===== src/rtl/rx78_cart_arbiter.sv =====
// Cartridge RAM arbiter: buffers HPS download bytes in a small FIFO and interleaves them
// with Z80 read/write requests on the single-port cartridge RAM; tracks image length/validity.
module rx78_cart_arbiter #(
  parameter int unsigned MEM_AW     = 15,
  parameter int unsigned FIFO_DEPTH = 4,
  parameter logic [7:0]  CART_INDEX = 8'd1
) (
  input  logic              clk,
  input  logic              reset,
  input  logic              upload_active,
  input  logic              upload,
  input  logic [7:0]        upload_index,
  input  logic [24:0]       upload_addr,
  input  logic [7:0]        upload_data,
  input  logic              cpu_req,
  input  logic              cpu_we,
  input  logic [MEM_AW-1:0] cpu_addr,
  input  logic [7:0]        cpu_wdata,
  output logic [7:0]        cpu_rdata,
  output logic              cpu_ack,
  output logic [MEM_AW-1:0] mem_addr,
  output logic              mem_we,
  output logic [7:0]        mem_wdata,
  input  logic [7:0]        mem_rdata,
  output logic [15:0]       cart_len,
  output logic              cart_valid,
  output logic              overflow
);

  localparam int unsigned PTR_W = (FIFO_DEPTH > 1) ? $clog2(FIFO_DEPTH) : 1;
  localparam int unsigned CNT_W = PTR_W + 1;
  localparam int unsigned ENT_W = MEM_AW + 8;
  localparam int unsigned HWM_W = MEM_AW + 1;

  typedef enum logic [2:0] {S_IDLE, S_UWR, S_CWR, S_RD1, S_RD2, S_ACK} state_t;

  state_t            r_state;
  logic [ENT_W-1:0]  r_fifo [FIFO_DEPTH];
  logic [PTR_W-1:0]  r_wr_ptr;
  logic [PTR_W-1:0]  r_rd_ptr;
  logic [CNT_W-1:0]  r_count;
  logic [HWM_W-1:0]  r_hwm;
  logic              r_active_d;
  logic              r_sess;
  logic              r_end_pend;

  logic              w_match;
  logic              w_in_range;
  logic              w_full;
  logic              w_push;
  logic              w_drop;
  logic              w_pop;
  logic [ENT_W-1:0]  w_head;
  logic              w_start;
  logic              w_fall;
  logic              w_drained;
  logic              w_end;
  logic [HWM_W-1:0]  w_addr_inc;
  logic [HWM_W-1:0]  w_hwm_base;
  logic [HWM_W-1:0]  w_hwm_next;

  assign w_match    = upload & upload_active & (upload_index == CART_INDEX);
  assign w_in_range = (upload_addr < 25'(1 << MEM_AW));
  assign w_full     = (r_count == CNT_W'(FIFO_DEPTH));
  assign w_push     = w_match & w_in_range & ~w_full;
  assign w_drop     = w_match & ~w_push;
  assign w_pop      = (r_state == S_IDLE) & (r_count != '0);
  assign w_head     = r_fifo[r_rd_ptr];

  assign w_start    = upload_active & ~r_active_d & (upload_index == CART_INDEX);
  assign w_fall     = ~upload_active & r_active_d;
  // FIFO is empty at the end of this cycle, counting a pop of the last entry now
  assign w_drained  = (r_count == '0) | ((r_count == CNT_W'(1)) & w_pop & ~w_push);
  assign w_end      = (r_end_pend | (w_fall & r_sess)) & w_drained;

  assign w_addr_inc = HWM_W'(upload_addr[MEM_AW-1:0]) + HWM_W'(1);
  assign w_hwm_base = w_start ? '0 : r_hwm;
  assign w_hwm_next = (w_push && (w_addr_inc > w_hwm_base)) ? w_addr_inc : w_hwm_base;

  // Upload FIFO storage; contents are don't-care once pointers are reset
  always_ff @(posedge clk) begin
    if (w_push) r_fifo[r_wr_ptr] <= {upload_addr[MEM_AW-1:0], upload_data};
  end

  always_ff @(posedge clk or posedge reset) begin
    if (reset) begin
      r_wr_ptr <= '0;
      r_rd_ptr <= '0;
      r_count  <= '0;
    end else begin
      if (w_push) r_wr_ptr <= r_wr_ptr + PTR_W'(1);
      if (w_pop)  r_rd_ptr <= r_rd_ptr + PTR_W'(1);
      case ({w_push, w_pop})
        2'b10:   r_count <= r_count + CNT_W'(1);
        2'b01:   r_count <= r_count - CNT_W'(1);
        default: r_count <= r_count;
      endcase
    end
  end

  // Session tracking: start clears status, end publishes the high-water mark once drained
  always_ff @(posedge clk or posedge reset) begin
    if (reset) begin
      r_active_d <= 1'b0;
      r_sess     <= 1'b0;
      r_end_pend <= 1'b0;
      r_hwm      <= '0;
      cart_len   <= '0;
      cart_valid <= 1'b0;
      overflow   <= 1'b0;
    end else begin
      r_active_d <= upload_active;
      r_hwm      <= w_hwm_next;
      if (w_start) begin
        r_sess     <= 1'b1;
        r_end_pend <= 1'b0;
        cart_len   <= '0;
        cart_valid <= 1'b0;
        overflow   <= w_drop;
      end else begin
        if (w_drop) overflow <= 1'b1;
        if (w_end) begin
          cart_len   <= 16'(r_hwm);
          cart_valid <= (r_hwm != '0);
          r_end_pend <= 1'b0;
          r_sess     <= 1'b0;
        end else if (w_fall && r_sess) begin
          r_end_pend <= 1'b1;
        end
      end
    end
  end

  // RAM port arbitration; FIFO drain always wins over the CPU in IDLE
  always_ff @(posedge clk or posedge reset) begin
    if (reset) begin
      r_state   <= S_IDLE;
      mem_addr  <= '0;
      mem_we    <= 1'b0;
      mem_wdata <= '0;
      cpu_ack   <= 1'b0;
      cpu_rdata <= '0;
    end else begin
      case (r_state)
        S_IDLE: begin
          mem_we  <= 1'b0;
          cpu_ack <= 1'b0;
          if (r_count != '0) begin
            mem_we    <= 1'b1;
            mem_addr  <= w_head[ENT_W-1:8];
            mem_wdata <= w_head[7:0];
            r_state   <= S_UWR;
          end else if (cpu_req) begin
            mem_addr <= cpu_addr;
            if (cpu_we) begin
              mem_we    <= 1'b1;
              mem_wdata <= cpu_wdata;
              cpu_ack   <= 1'b1;
              r_state   <= S_CWR;
            end else begin
              r_state <= S_RD1;
            end
          end
        end
        S_UWR: begin
          mem_we  <= 1'b0;
          r_state <= S_IDLE;
        end
        S_CWR: begin
          mem_we  <= 1'b0;
          cpu_ack <= 1'b0;
          r_state <= S_IDLE;
        end
        S_RD1: r_state <= S_RD2;
        S_RD2: begin
          cpu_rdata <= mem_rdata;
          cpu_ack   <= 1'b1;
          r_state   <= S_ACK;
        end
        S_ACK: begin
          cpu_ack <= 1'b0;
          r_state <= S_IDLE;
        end
        default: begin
          mem_we  <= 1'b0;
          cpu_ack <= 1'b0;
          r_state <= S_IDLE;
        end
      endcase
    end
  end

endmodule


===== config.mk =====
export PLATFORM = sky130hd
export DESIGN_NAME = rx78_cart_arbiter
export DESIGN_NICKNAME = d
export VERILOG_FILES = /design/src/rtl/rx78_cart_arbiter.sv
export SDC_FILE = /design/constraint.sdc
export NUM_CORES = 1
export LEC_CHECK = 0
export ABC_CLOCK_PERIOD_IN_PS = 3400
export BUFFER_PORTS_ARGS = -buffer_cell sky130_fd_sc_hd__buf_2
export CORE_ASPECT_RATIO = 0.9
export CORE_MARGIN = 4
export CORE_UTILIZATION = 51
export DETAILED_ROUTE_END_ITERATION = 12
export PLACE_DENSITY = 0.78
export SLEW_MARGIN = 10
export SYNTH_ARGS = -nofsm -noshare
export SYNTH_HDL_FRONTEND = slang
export SYNTH_SLANG_ARGS = --single-unit

===== constraint.sdc =====
create_clock -name clk -period 3.4 [get_ports clk]
set_clock_uncertainty 0.2 [all_clocks]
set_input_delay 0.68 -clock clk [delete_from_list [all_inputs] [get_ports clk]]
set_output_delay 0.68 -clock clk [all_outputs]
set_load 0.05 [all_outputs]

==> flow_summary.yaml <==
logic_synthesis:
  syn_area_um2: 7600
  ys_types: 45
  synth_common_cells: "edfxtp_1 (92), dfrtp_1 (80), nand2_1 (62), mux2i_1 (58)"
  ys.flop_type: "edfxtp_1"
  synth_top_cell_area_share_pct: 36.3
  synthesis.nets: 638
  yosys.cell_count.top_type: "edfxtp_1"
  synthTopCellsByArea: "edfxtp_1 (36%), dfrtp_1 (26%), mux2i_1 (7.6%)"
  yosys.area.top_type: "edfxtp_1"
  synth_edf_count: 92
  synth-seq-area-share_pct: 62.7
  yosys_register_bits: 172
  yosys_warnings: 0
  synthCells: 534
  avgSynthCellArea_um2: 14.2
  synthArstFlopShare_pct: 46.5
setup_path:
  cpPeakStageDelay_ps: 580
  worstSetupPathType: "in2reg"
  cp_max_fo: 5
  cp-end-kind: "flop"
  cpMostUsedCell: "or4_4"
  cp-start-kind: "input pin"
  worst_ep_required_time_ps: 3490
  slowest_stage: "or4_4"
  critPathArrivalTime_ps: 3610
  cp_cell_sequence: "buf_6 -> or4_4 -> or4_4 -> nand2_2 -> ha_1 -> a21oi_2 -> nand2_1 -> a221o_1 -> o311a_4 -> buf_12 -> mux2i_2"
power:
  p_leak_nw: 4.21
  switchingPower_mw: 2.59
  powerDensity_nw_per_um2: 737
  swShare_pct: 36.1
  seqPwrFrac_pct: 36.6
  p_int_mw: 4.59
  max-vdd-ir-drop_uv: 476
  p_clk_share_pct: 27.0
  comb_power_share_pct: 36.4
  fin_total_pwr_mw: 7.19
die:
  rows: 42
  dieHeight_um: 124
  start_util_pct: 51.8
  die_area_um2: 16900
  die_x_um: 137
  core_um2: 14700
  io-pin-count: 129
sta:
  worst_pin_slew_ps: 1170
  rsz0062_at_grt: "true"
  fin_crit_sh_pct: 104
  layout_setup_ws_ps: -122
  fmax_mhz: 284
  tns_ps: -1200
  slew_violations: 0
  holdWs_ps: 194
  hold_viol: 0
  fin_crit_ps: 3520
  setup_viol: 16
  max_slew_margin_pct: 22.3
grt:
  antenna_found_initial: 0
  grt_pass1_vias: 5291
  grt_util_all_layers_pct: 21.4
  overflow: 0
  grt_max_degree: 45
  grt_first_pass_wirelength_um: 27200
cts:
  cts_made_buffers: 17
  ctsHoldBuffers: 0
  cts-htree-levels: 4
  cts_sinks: 172
  cts.path.max_buffers: 2
  clk_pin_slew_ps: 70
  cts_root_buffer: "clkbuf_16"
  cts_tree: "done"
  clock_latency_ps: 420
route:
  wl_per_cell_um: 18.2
  dr.pass1.iters: 5
  avgViaCountPerCell: 5.35
  route.detailed.drc: 0
  drt_iter0_drc: 285
  via_count: 5035
  ant_nets: 0
  drt_wl_total_um: 17100
layout:
  final-seq-area_um2: 4760
  multi_input_comb_area_um2: 2770
  fill_cells: 1023
  final_nets: 834
  drive_gt1_share_pct: 38.9
  syn_to_final_growth_pct: 28.2
  diodes: 0
flow_run:
  drv_cap: 0
outcome:
  violations: "negative setup slack"
  status: "complete, but fails checks"
placement:
  io_buffer_count: 128
  gp_congestion: 0.890
  hpwl_um: 11900
min_path:
  hold_class: "in2async"
[flip-flops by register name, summed over array words and instances (netlist names), 2 cells and up]
name and count:
cart_len 16, cpu_rdata 8, mem_addr 15, mem_wdata 8, r_count 3, r_fifo 92
r_hwm 16, r_rd_ptr 2, r_state 3, r_wr_ptr 2
[metrics by stage]
stage	area [um2]	instances	util, %	setup slack [ps]
5_1_grt	9750	941	66.5	-130
4_1_cts	9720	941	66.3	-5.23
6_report	9750	941	66.5	-122
3_3_place_gp	9010	902	61.4	-532
2_1_floorplan	7720	534	-	-404
3_5_place_dp	9010	902	61.4	-591
[power by group through the flow]
| stage | registers [mW] | logic (mW) | clock network [mW] |
|---|---|---|---|
| floorplan | 3.31 | 1.37 | 0 |
| global placement | 2.65 | 2.55 | 0 |
| detailed placement | 2.67 | 2.63 | 0 |
| CTS | 2.63 | 2.64 | 1.96 |
| global route | 2.66 | 2.83 | 2.06 |
| finish | 2.63 | 2.62 | 1.94 |
[final timing paths]
path	cells past startpoint	slack, ps	end	from
setup / recovery	11	-120	r_hwm[4]	upload_index[5]
hold / removal	2	190	r_active_d	reset
setup reg to reg	9	290	r_hwm[4]	r_active_d
hold reg to reg	2	280	mem_addr[12]	mem_addr[12]
max in group asynchronous	3	2050	mem_we	reset
min in group clk	1	280	r_fifo[0][5]	upload_data[5]
[repair_timing]
| action | CTS | global route |
|---|---|---|
| resized for setup | 9 | 5 |
| pin swaps | 5 | 1 |
| cloned | 3 | 0 |
| endpoints found under the setup margin | 16 | 16 |
| buffers inserted | 4 | 0 |
[worst max-delay path: cells and delay by family]
family	cells	cell delay, ps
buffers and inverters	2	250
muxes	1	150
AOI/OAI and AO/OA	3	930
adders and majority gates	1	270
and+or+nand+nor	4	1330
[kinds of logic (layout without fill, tap and decap cells)]
| group | count (synthesis) | count (layout) | synth area share (%) |
|---|---|---|---|
| xor gates and xnor gates | 19 | 19 | 2.19 |
| adders and majority gates | 26 | 26 | 4.28 |
| buffers and inverters | 49 | 256 | 3.06 |
| and+or+nand+nor | 127 | 129 | 8.16 |
| muxes | 89 | 89 | 15.6 |
| DFF | 172 | 172 | 62.7 |
| AOI/OAI and AO/OA | 52 | 52 | 3.98 |
[routing by layer]
metal  global-route usage, %  vias to the layer above  part of all wire [%]
met5                       0                        -                     0
met2                    35.5                      146                    50
li1                        -                     2352                     -
met1                    27.2                     2504                    42
met4                    8.12                        0                   2.8
met3                    5.57                       33                   5.3
[area by class of cell]
cell class	count	area share (%)
repair buffers	198	13.0
clock buffers	20	4.58
inverters	26	1.01
clock inverters	12	1.50
multi-input cells	315	28.4
well taps	198	2.54
flip-flops and latches	172	48.9
[cells in the final DEF (no fill, tap or decap), drive strengths merged, types with 2 or more instances in the layout]
| cell type | n |
|---|---|
| xor2 | 6 |
| and3 | 4 |
| and2 | 6 |
| buf | 198 |
| edfxtp | 92 |
| mux4 | 23 |
| nand3 | 8 |
| inv | 26 |
| clkbuf | 20 |
| a21o | 2 |
| nand4 | 7 |
| dfrtp | 80 |
| clkinv | 7 |
| ha | 26 |
| nand2 | 62 |
| bufinv | 3 |
| nor2b | 3 |
| a21oi | 17 |
| nor2 | 18 |
| o21ai | 24 |
| nand3b | 2 |
| mux2i | 58 |
| mux2 | 8 |
| nor4 | 6 |
| clkinvlp | 2 |
| xnor2 | 13 |
| nor3 | 4 |
| or4 | 6 |
Note: power is estimated with default switching activity, not from simulation.
